**config.mk**
```make
export PLATFORM = sky130hd
export DESIGN_NAME = mem_arbiter
export DESIGN_NICKNAME = d
export VERILOG_FILES = /design/src/rtl/mem_arb_pkg.sv /design/src/rtl/mem_arb_ibuf.sv /design/src/rtl/mem_arbiter.sv
export SDC_FILE = /design/constraint.sdc
export NUM_CORES = 1
export LEC_CHECK = 0
export ABC_CLOCK_PERIOD_IN_PS = 2650
export CAP_MARGIN = 25
export CORE_MARGIN = 2
export CORE_UTILIZATION = 40
export CTS_CLUSTER_DIAMETER = 150
export DETAILED_ROUTE_END_ITERATION = 8
export PLACE_DENSITY = 0.87
export SYNTH_ARGS = -nofsm -noshare
export SYNTH_HDL_FRONTEND = slang
export SYNTH_HIERARCHICAL = 1
export SYNTH_SLANG_ARGS = --single-unit
```
**constraint.sdc**
```tcl
create_clock -name clk -period 2.65 [get_ports clk]
set_input_delay 0.795 -clock clk [delete_from_list [all_inputs] [get_ports clk]]
set_output_delay 0.795 -clock clk [all_outputs]
set_load 0.005 [all_outputs]
```
**src/rtl/mem_arb_pkg.sv**
```systemverilog
// mem_arb_pkg: shared definitions for the IF/MEM memory-port arbiter.
// FSM encoding, default bus timeout and word-address helpers.
package mem_arb_pkg;

  localparam logic [2:0] ST_IDLE   = 3'd0;
  localparam logic [2:0] ST_I_BUSY = 3'd1;
  localparam logic [2:0] ST_I_DONE = 3'd2;
  localparam logic [2:0] ST_D_BUSY = 3'd3;
  localparam logic [2:0] ST_D_DONE = 3'd4;

  typedef enum logic [2:0] {
    IDLE   = ST_IDLE,
    I_BUSY = ST_I_BUSY,
    I_DONE = ST_I_DONE,
    D_BUSY = ST_D_BUSY,
    D_DONE = ST_D_DONE
  } arb_state_e;

  localparam int unsigned TIMEOUT_DEF = 255;

  localparam logic [31:0] ADDR_MASK = 32'hFFFF_FFFC;

  function automatic logic [31:0] word_addr(
    input logic [31:0] a
  );
    return a & ADDR_MASK;
  endfunction

endpackage

```
**src/rtl/mem_arb_ibuf.sv**
```systemverilog
// mem_arb_ibuf: one-entry fetch buffer {valid, word address, data}.
// Ports: clk/rst (sync, active-low), fill_*, inv_* (store snoop),
//   lookup_addr_i, hit_o/data_o (combinational lookup result).
module mem_arb_ibuf
  import mem_arb_pkg::*;
(
  input  logic        clk,
  input  logic        rst,
  input  logic        fill_i,
  input  logic [31:0] fill_addr_i,
  input  logic [31:0] fill_data_i,
  input  logic        inv_i,
  input  logic [31:0] inv_addr_i,
  input  logic [31:0] lookup_addr_i,
  output logic        hit_o,
  output logic [31:0] data_o
);

  logic        valid_q, valid_d;
  logic [31:0] tag_q, tag_d;
  logic [31:0] data_q, data_d;

  always_comb begin
    valid_d = valid_q;
    tag_d   = tag_q;
    data_d  = data_q;
    if (fill_i) begin
      valid_d = 1'b1;
      tag_d   = word_addr(fill_addr_i);
      data_d  = fill_data_i;
    end
    // a store to the buffered word makes the copy stale
    if (inv_i && (word_addr(inv_addr_i) == tag_q)) begin
      valid_d = 1'b0;
    end
  end

  always_ff @(posedge clk) begin
    if (!rst) begin
      valid_q <= 1'b0;
      tag_q   <= '0;
      data_q  <= '0;
    end else begin
      valid_q <= valid_d;
      tag_q   <= tag_d;
      data_q  <= data_d;
    end
  end

  assign hit_o  = valid_q &&
                  (word_addr(lookup_addr_i) == tag_q);
  assign data_o = data_q;

endmodule

```
**src/rtl/mem_arbiter.sv**
```systemverilog
// mem_arbiter: shares one multi-cycle memory port between IF and MEM.
// Ports: rom_* (fetch), ram_*/data_* (load/store), mem_* (bus), bus_err.
// Optional fetch buffer: define MEM_ARB_IBUF_EN.
module mem_arbiter
  import mem_arb_pkg::*;
#(
  parameter int unsigned TIMEOUT = TIMEOUT_DEF
) (
  input  logic        clk,
  input  logic        rst,
  input  logic        rom_cs,
  input  logic [31:0] inst_addr,
  output logic [31:0] inst_data,
  output logic        rom_stall,
  input  logic        ram_cs,
  input  logic        data_wen,
  input  logic [31:0] data_addr,
  input  logic [31:0] data_wdata,
  output logic [31:0] data_rdata,
  output logic        ram_stall,
  output logic        mem_req,
  output logic        mem_wen,
  output logic [31:0] mem_addr,
  output logic [31:0] mem_wdata,
  input  logic [31:0] mem_rdata,
  input  logic        mem_ack,
  output logic        bus_err
);

  // wait count seen in the last BUSY cycle before abort
  localparam logic [7:0] WAIT_LAST = 8'(TIMEOUT - 1);

  arb_state_e  state_q, state_d;
  logic [7:0]  wait_q, wait_d;
  logic        mem_req_q, mem_req_d;
  logic        mem_wen_q, mem_wen_d;
  logic [31:0] mem_addr_q, mem_addr_d;
  logic [31:0] mem_wdata_q, mem_wdata_d;
  logic [31:0] inst_data_q, inst_data_d;
  logic [31:0] data_rdata_q, data_rdata_d;
  logic        bus_err_q, bus_err_d;
  logic        ibuf_hit;

`ifdef MEM_ARB_IBUF_EN
  logic        ibuf_match;
  logic [31:0] ibuf_data;
  logic        ibuf_fill;
  logic        ibuf_inv;

  // timed-out fetches return a fake zero word: never cache it
  assign ibuf_fill = (state_q == I_DONE) && !bus_err_q;
  assign ibuf_inv  = (state_q == IDLE) && ram_cs && data_wen;

  mem_arb_ibuf u_ibuf (
    .clk           (clk),
    .rst           (rst),
    .fill_i        (ibuf_fill),
    .fill_addr_i   (mem_addr_q),
    .fill_data_i   (inst_data_q),
    .inv_i         (ibuf_inv),
    .inv_addr_i    (data_addr),
    .lookup_addr_i (inst_addr),
    .hit_o         (ibuf_match),
    .data_o        (ibuf_data)
  );

  // data keeps priority: a pending MEM access blocks the hit
  assign ibuf_hit  = ibuf_match && (state_q == IDLE) &&
                     rom_cs && !ram_cs;
  assign inst_data = ibuf_hit ? ibuf_data : inst_data_q;
`else
  assign ibuf_hit  = 1'b0;
  assign inst_data = inst_data_q;
`endif

  always_comb begin
    state_d      = state_q;
    wait_d       = wait_q;
    mem_req_d    = mem_req_q;
    mem_wen_d    = mem_wen_q;
    mem_addr_d   = mem_addr_q;
    mem_wdata_d  = mem_wdata_q;
    inst_data_d  = inst_data_q;
    data_rdata_d = data_rdata_q;
    bus_err_d    = 1'b0;

    unique case (state_q)
      IDLE: begin
        if (ram_cs) begin
          state_d     = D_BUSY;
          wait_d      = '0;
          mem_req_d   = 1'b1;
          mem_wen_d   = data_wen;
          mem_addr_d  = word_addr(data_addr);
          mem_wdata_d = data_wdata;
        end else if (rom_cs && !ibuf_hit) begin
          state_d    = I_BUSY;
          wait_d     = '0;
          mem_req_d  = 1'b1;
          mem_wen_d  = 1'b0;
          mem_addr_d = word_addr(inst_addr);
        end
      end

      I_BUSY, D_BUSY: begin
        wait_d = wait_q + 8'd1;
        if (mem_ack) begin
          state_d   = (state_q == I_BUSY) ? I_DONE : D_DONE;
          mem_req_d = 1'b0;
          mem_wen_d = 1'b0;
          if (state_q == I_BUSY) inst_data_d = mem_rdata;
          else                   data_rdata_d = mem_rdata;
        end else if (wait_q == WAIT_LAST) begin
          // abort so the pipeline can never deadlock
          state_d   = (state_q == I_BUSY) ? I_DONE : D_DONE;
          mem_req_d = 1'b0;
          mem_wen_d = 1'b0;
          bus_err_d = 1'b1;
          if (state_q == I_BUSY) inst_data_d = '0;
          else                   data_rdata_d = '0;
        end
      end

      I_DONE, D_DONE: begin
        state_d = IDLE;
      end

      default: begin
        state_d = IDLE;
      end
    endcase
  end

  always_ff @(posedge clk) begin
    if (!rst) begin
      state_q      <= IDLE;
      wait_q       <= '0;
      mem_req_q    <= 1'b0;
      mem_wen_q    <= 1'b0;
      mem_addr_q   <= '0;
      mem_wdata_q  <= '0;
      inst_data_q  <= '0;
      data_rdata_q <= '0;
      bus_err_q    <= 1'b0;
    end else begin
      state_q      <= state_d;
      wait_q       <= wait_d;
      mem_req_q    <= mem_req_d;
      mem_wen_q    <= mem_wen_d;
      mem_addr_q   <= mem_addr_d;
      mem_wdata_q  <= mem_wdata_d;
      inst_data_q  <= inst_data_d;
      data_rdata_q <= data_rdata_d;
      bus_err_q    <= bus_err_d;
    end
  end

  assign rom_stall  = rom_cs && (state_q != I_DONE) && !ibuf_hit;
  assign ram_stall  = ram_cs && (state_q != D_DONE);
  assign data_rdata = data_rdata_q;
  assign mem_req    = mem_req_q;
  assign mem_wen    = mem_wen_q;
  assign mem_addr   = mem_addr_q;
  assign mem_wdata  = mem_wdata_q;
  assign bus_err    = bus_err_q;

endmodule

```
==> run summary, run 1 <==
Outcome - complete, no violations
P&R area growth vs syn - 52.8%
Netlist cell types - 47
Reg2reg setup slack - 0.82 ns
Setup CP Type - input port to primary output
Final Power - 5.70 mW
CP Capture Type - primary output
Biggest area consumer among synthesized cells - dfxtp_1
DRC violations left - 0
Cell count after synthesis - 654
Relative slew margins - 47.7%
Die area - 0.0160 sq mm
PwrDens - 622 mW/mm^2
Dominant cells by area after synthesis - dfxtp_1 47%, a21boi_1 8.8%, nand2_1 6.3%
Clock slew at reported path FFs - 0.06 ns
Die Y - 126 um
Post-synthesis cell area - 0.00600 sq mm
Leading cell types by count after synthesis - 140 x dfxtp_1, 101 x nand2_1, 70 x a21boi_1, 69 x nand3_1, 39 x o21ai_0
Synth top area share - 46.7%
Max_cap viols - 0
Yosys warns - 6
Synthesis-stage register bit count - 140
Via density - 5.18
Ys flop type - dfxtp_1
Crit share post-route - 93.5%
Core Util, Final - 62.8%
Num CTS Buffers - 17
Vias in the first global route - 5560
Maximum vdd drop - 494 uV
Remaining Overflow, GRT - 0
Routed WL - 16700 um
Slew @ Worst Pin - 0.782 ns
RR Startpoint - state_q[0]$_SDFFE_PN0P_
Clock Latency Late Sink - 0.42 ns
Hold_sp - mem_wdata[29]$_SDFFE_PN0P_
H-tree depth - 4
P_leak - 3.57 nW
Final setup vio count - 0
Clock tree buffer depth - 2
Compound-Gate Fraction of Synth Area - 24.7%
Clock Sinks - 140
Pins Over Slew Limit - 0
Die width - 126 um
Post-Synth Adder-Cell Area - 0.417%
Clock Tree Root - clkbuf_16
Portion of netlist area occupied by mux cells - 5.17%
Fin crit period - 2.48 ns
Fin cells - 1078
I/O Buffers - 260
Worst Hold End - mem_wdata[29]$_SDFFE_PN0P_
1st-iter DRT viols - 294
Reg-to-reg critical path endpoint - data_rdata[25]$_SDFFE_PN0P_
Pin count of the biggest net entering global routing - 82
Cell with the most instances after synthesis - dfxtp_1
Post-synth EDFFs - 0
Synth Area in XOR/XNOR - 0.584%
CP startpoint kind - input port
Critical Path RT - 1.86 ns
Worst Hold Depth - 2
Async SR Flop Fraction - 0%
Fmax - 404 MHz
Antenna Nets Post-Route - 0
Final hold vios - 0
Cells along the critical path - clkdlybuf4s50_1 > a21boi_1 > dlygate4sd2_1
Largest family of logic cells by synthesized area - compound AO/OA/AOI/OAI gates
Initial Util - 41.1%
IO Count - 267
Final hold slack - 0.451 ns
Final Skew - 0.00661 ns
Post-detail-place hpwl - 11300 um
Worst min-delay path class - flop to flop
DR WL/cell - 15.5 um
Worst path max stage delay - 0.48 ns
CTS tree - built
Post-Synth Simple-Gate Area - 15.6%
Worst path arrival time - 1.68 ns
Drt pass-1 iters - 5
First-pass GRT wire length - 27500 um
Vias - 5579
Nets - 1017
Unrepaired setup endpoints after global routing - false
DP Cell Count - 1046
Final RePlAce weighted congestion - 0.759
Initial antenna violation count - 0
Core ar. - 0.0146 sq mm
Rows - 44
Worst setup margin - 0.172 ns
Fraction of layout cells with a size suffix above 1 - 6.94%
Mean Syn Cell Area - 9.17 sq um
Max FO, Critical Path - 2
Sequential area share after synthesis - 46.7%
Setup WS pre-CTS - -0.168 ns
GRT Total Usage - 21.0%
# diodes - 0
Reg2reg path depth - 4
Critical path's slowest cell - clkdlybuf4s50_1
-- logic make-up (layout without fill, tap and decap cells) --
family                   count (synthesis)  in the layout
AO/OA/AOI/OAI                          206            206
AND/OR/NAND/NOR                        202            202
flip-flops                             140            140
buffers and inverters                   68            307
multiplexers                            31             31
XOR/XNOR                                 4              4
adder cells (fa/ha/maj)                  2              2
other                                    1              2
-- metal layers --
layer	GRT usage (%)	vias up	wire (um)
met5	0	-	0
met4	6.92	0	263
met3	7.09	19	1490
met2	35.7	216	8060
li1	-	2740	-
met1	24.8	2604	6870
-- worst max-delay path by stage --
| stage | start | endpoint | slack, ns | cells past startpoint |
|---|---|---|---|---|
| final | rom_cs | rom_stall | 0.17 | 3 |
| after global routing | state_q[1]$_SDFFE_PN0P_ | ram_stall | 0.07 | 3 |
| after CTS | rom_cs | rom_stall | 0.15 | 3 |
| after detailed placement | rom_cs | rom_stall | -0.17 | 3 |
| after global placement | rom_cs | rom_stall | -0.1 | 3 |
| after floorplan | ram_cs | ram_stall | 0.42 | 3 |
-- what timing repair did --
item	in CTS	in global routing
resized for setup	2	0
buffers inserted	0	0
endpoints found under the setup margin	1	0
hold buffers	0	0
-- worst max-delay path: cells and delay by family --
family	cells	cell delay, ns
buf+inv	2	0.73
compound gates	1	0.16
-- sequential cells by signal, summed over array words and instances, names as in the netlist --
signal      flops
wait_q          8
inst_data      32
state_q         3
bus_err         1
mem_addr       30
mem_wdata      32
mem_req         1
data_rdata     32
mem_wen         1
-- layout by cell type (no fill, tap or decap), types with 2 or more instances in the layout --
cell type        Yosys  layout
a21boi_0            29      28
a21boi_1            70      71
a21oi_1              2       2
and2_1               2       2
buf_12               0       4
buf_2               15       2
buf_4                8       9
bufinv_16            0       2
clkbuf_16            0      17
clkdlybuf4s50_1      0     256
clkinv_2             0       3
clkinv_4             0       4
clkinvlp_4           0       5
conb_1               1       2
dfxtp_1            140     140
ha_1                 2       2
inv_1                3       3
mux2i_1             31      31
nand2_1            101     101
nand3_1             69      69
nand3b_1             2       2
nand4_1              4       4
nor2_1               8       8
nor3b_1              2       2
o211a_1             30      30
o21ai_0             39      39
o21ai_1             27      27
o21ai_2              2       2
xor2_1               3       3
-- power by group --
| group | leakage, nW | total (mW) | internal [mW] | switching [mW] |
|---|---|---|---|---|
| Combinational | 2.15 | 1.04 | 0.590 | 0.447 |
| Sequential | 1.14 | 2.33 | 2.25 | 0.0771 |
| Clock | 0.274 | 2.34 | 1.41 | 0.929 |
-- area by class of cell --
class	count	area, sq um
flip-flops and latches	140	2800
well taps	184	230
inverters	3	11.3
repair buffers	272	2730
fillers	1232	5430
multi-input cells	447	2800
clock buffers	18	439
clock inverters	14	148
-- through the flow --
step	area [sq um]	TNS, ns
2_1_floorplan	6000	0
3_3_place_gp	8580	-0.0999
3_5_place_dp	8580	-0.168
4_1_cts	9160	0
5_1_grt	9160	0
6_report	9160	0
Note: power is estimated with default switching activity, not from simulation.
==> run 2: changes to the inputs <==
CORE_MARGIN = default   (was 2)
CORE_UTILIZATION = 45   (was 40)
PLACE_DENSITY = 0.95   (was 0.87)
==> run summary, run 2 (synthesis gave the netlist of run 1 again) <==
Vias - 5629
DR WL/cell - 15.6 um
Maximum vdd drop - 367 uV
I/O Buffers - 260
Max FO, Critical Path - 2
Post-detail-place hpwl - 11600 um
Max_cap viols - 0
NetSw - 1.36 mW
Internal cell power - 4.30 mW
Critical path's slowest cell - clkdlybuf4s50_1
Worst path arrival time - 1.68 ns
Unrepaired setup endpoints after global routing - false
Nets - 1019
Hold_buf cts - 0
Die area - 0.0138 sq mm
Rows - 41
Fraction of layout cells with a size suffix above 1 - 6.58%
Fmax - 403 MHz
Hold_sp - mem_wdata[30]$_SDFFE_PN0P_
Clock share of power - 40.5%
Post_cts resized - 1
H-tree depth - 4
Outcome - complete, no violations
Via density - 5.27
Final Power - 5.67 mW
GRT Total Usage - 24.2%
Remaining Overflow, GRT - 0
PwrDens - 619 mW/mm^2
Worst path max stage delay - 0.47 ns
1st-iter DRT viols - 462
Combinational fraction of design power - 18.5%
Slew @ Worst Pin - 0.586 ns
Critical Path RT - 1.86 ns
Switching share of total power - 24.1%
Worst setup startpoint - rom_cs
Antenna Nets Post-Route - 0
Commonest non-fill, non-tap cell in the layout - clkdlybuf4s50_1
Final setup vio count - 0
Num CTS Buffers - 17
Pins Over Slew Limit - 0
Most frequent cells in the layout - 256 x clkdlybuf4s50_1, 140 x dfxtp_1, 101 x nand2_1
Relative slew margins - 60.8%
Setup TNS - 0 ns
Setup CP Type - input port to primary output
Clock tree buffer depth - 2
DRC violations left - 0
Flop pwr share - 41.0%
Drt pass-1 iters - 5
Routed WL - 16700 um
IO Count - 267
RR Startpoint - state_q[0]$_SDFFE_PN0P_
Die Y - 117 um
CTS tree - built
Final hold vios - 0
CP Capture Type - primary output
Cells along the critical path - clkdlybuf4s50_1 > a21boi_0 > dlygate4sd2_1
Initial antenna violation count - 0
P&R area growth vs syn - 52.8%
Clock Tree Root - clkbuf_16
Final RePlAce weighted congestion - 0.767
Clock slew at reported path FFs - 0.05 ns
Vias in the first global route - 5428
First-pass GRT wire length - 26900 um
Die width - 117 um
Initial Util - 46.8%
Final Skew - 0.00533 ns
Core ar. - 0.0128 sq mm
Fin crit period - 2.48 ns
Crit share post-route - 93.6%
# diodes - 0
# Post-CTS Setup Buffers - 0
Clock Latency Late Sink - 0.40 ns
Clock Sinks - 140
P_leak - 3.59 nW
Pin count of the biggest net entering global routing - 68
CP startpoint kind - input port
Worst min-delay path class - flop to flop
[run 2: cell count changes in the layout (fill, tap and decap cells not counted)]
cell | previous run | this run
clkbuf_1 | 0 | 5
clkinv_4 | 4 | 0
clkinvlp_4 | 5 | 1
clkbuf_8 | 1 | 3
a21boi_0 | 28 | 29
a21boi_1 | 71 | 70
buf_12 | 4 | 5
buf_4 | 9 | 10
clkinv_2 | 3 | 4
[run 2: layout make-up]
cell class | count | area, sq um
clock buffers | 25 | 485
inverters | 3 | 11.3
fillers | 956 | 3660
multi-input cells | 447 | 2800
well taps | 172 | 215
repair buffers | 274 | 2760
clock inverters | 7 | 87.6
flip-flops and latches | 140 | 2800
[run 2: worst paths after layout]
kind | slack (ns) | cells after the start | end
setup / recovery | 0.17 | 3 | rom_stall
hold / removal | 0.45 | 2 | mem_wdata[30]$_SDFFE_PN0P_
setup reg to reg | 0.76 | 4 | data_rdata[16]$_SDFFE_PN0P_
hold reg to reg | 0.45 | 2 | mem_wdata[30]$_SDFFE_PN0P_
[run 2: worst max-delay path: cells and delay by family]
kind | cells | cell delay [ns]
buffers and inverters | 2 | 0.72
AO/OA/AOI/OAI | 1 | 0.17
[run 2: power by group through the flow]
stage,logic (mW),registers [mW],clock network (mW)
2_1_floorplan,0.474,2.38,0
3_3_place_gp,1.04,2.36,0
3_5_place_dp,1.05,2.37,0
4_1_cts,1.06,2.33,2.34
5_1_grt,1.14,2.34,2.44
6_report,1.05,2.33,2.29
[run 2: through the flow]
| stage | cell area [sq um] | std cells | utilization [%] | hold WS, ns | worst slack, ns |
|---|---|---|---|---|---|
| 2_1_floorplan | 6000 | 655 | - | 0.451 | 0.417 |
| 3_3_place_gp | 8590 | 1036 | 67.0 | 0.439 | -0.105 |
| 3_5_place_dp | 8590 | 1036 | 67.0 | 0.447 | -0.105 |
| 4_1_cts | 9160 | 1068 | 71.4 | 0.455 | 0.174 |
| 5_1_grt | 9160 | 1068 | 71.4 | 0.480 | 0.0869 |
| 6_report | 9160 | 1068 | 71.4 | 0.449 | 0.171 |
[run 2: per-layer routing]
metal,vias up,global-route usage (%),wire [um]
li1,2747,-,-
met2,250,42.9,8500
met4,0,8.44,180
met3,14,6.91,1300
met1,2618,27.4,6700
met5,-,0,0
==> run 3: changes to the inputs <==
CTS_CLUSTER_DIAMETER = default   (was 150)
==> results of run 3 <==
Same layout as run 2: the final DEF is identical, and so are final timing and power.
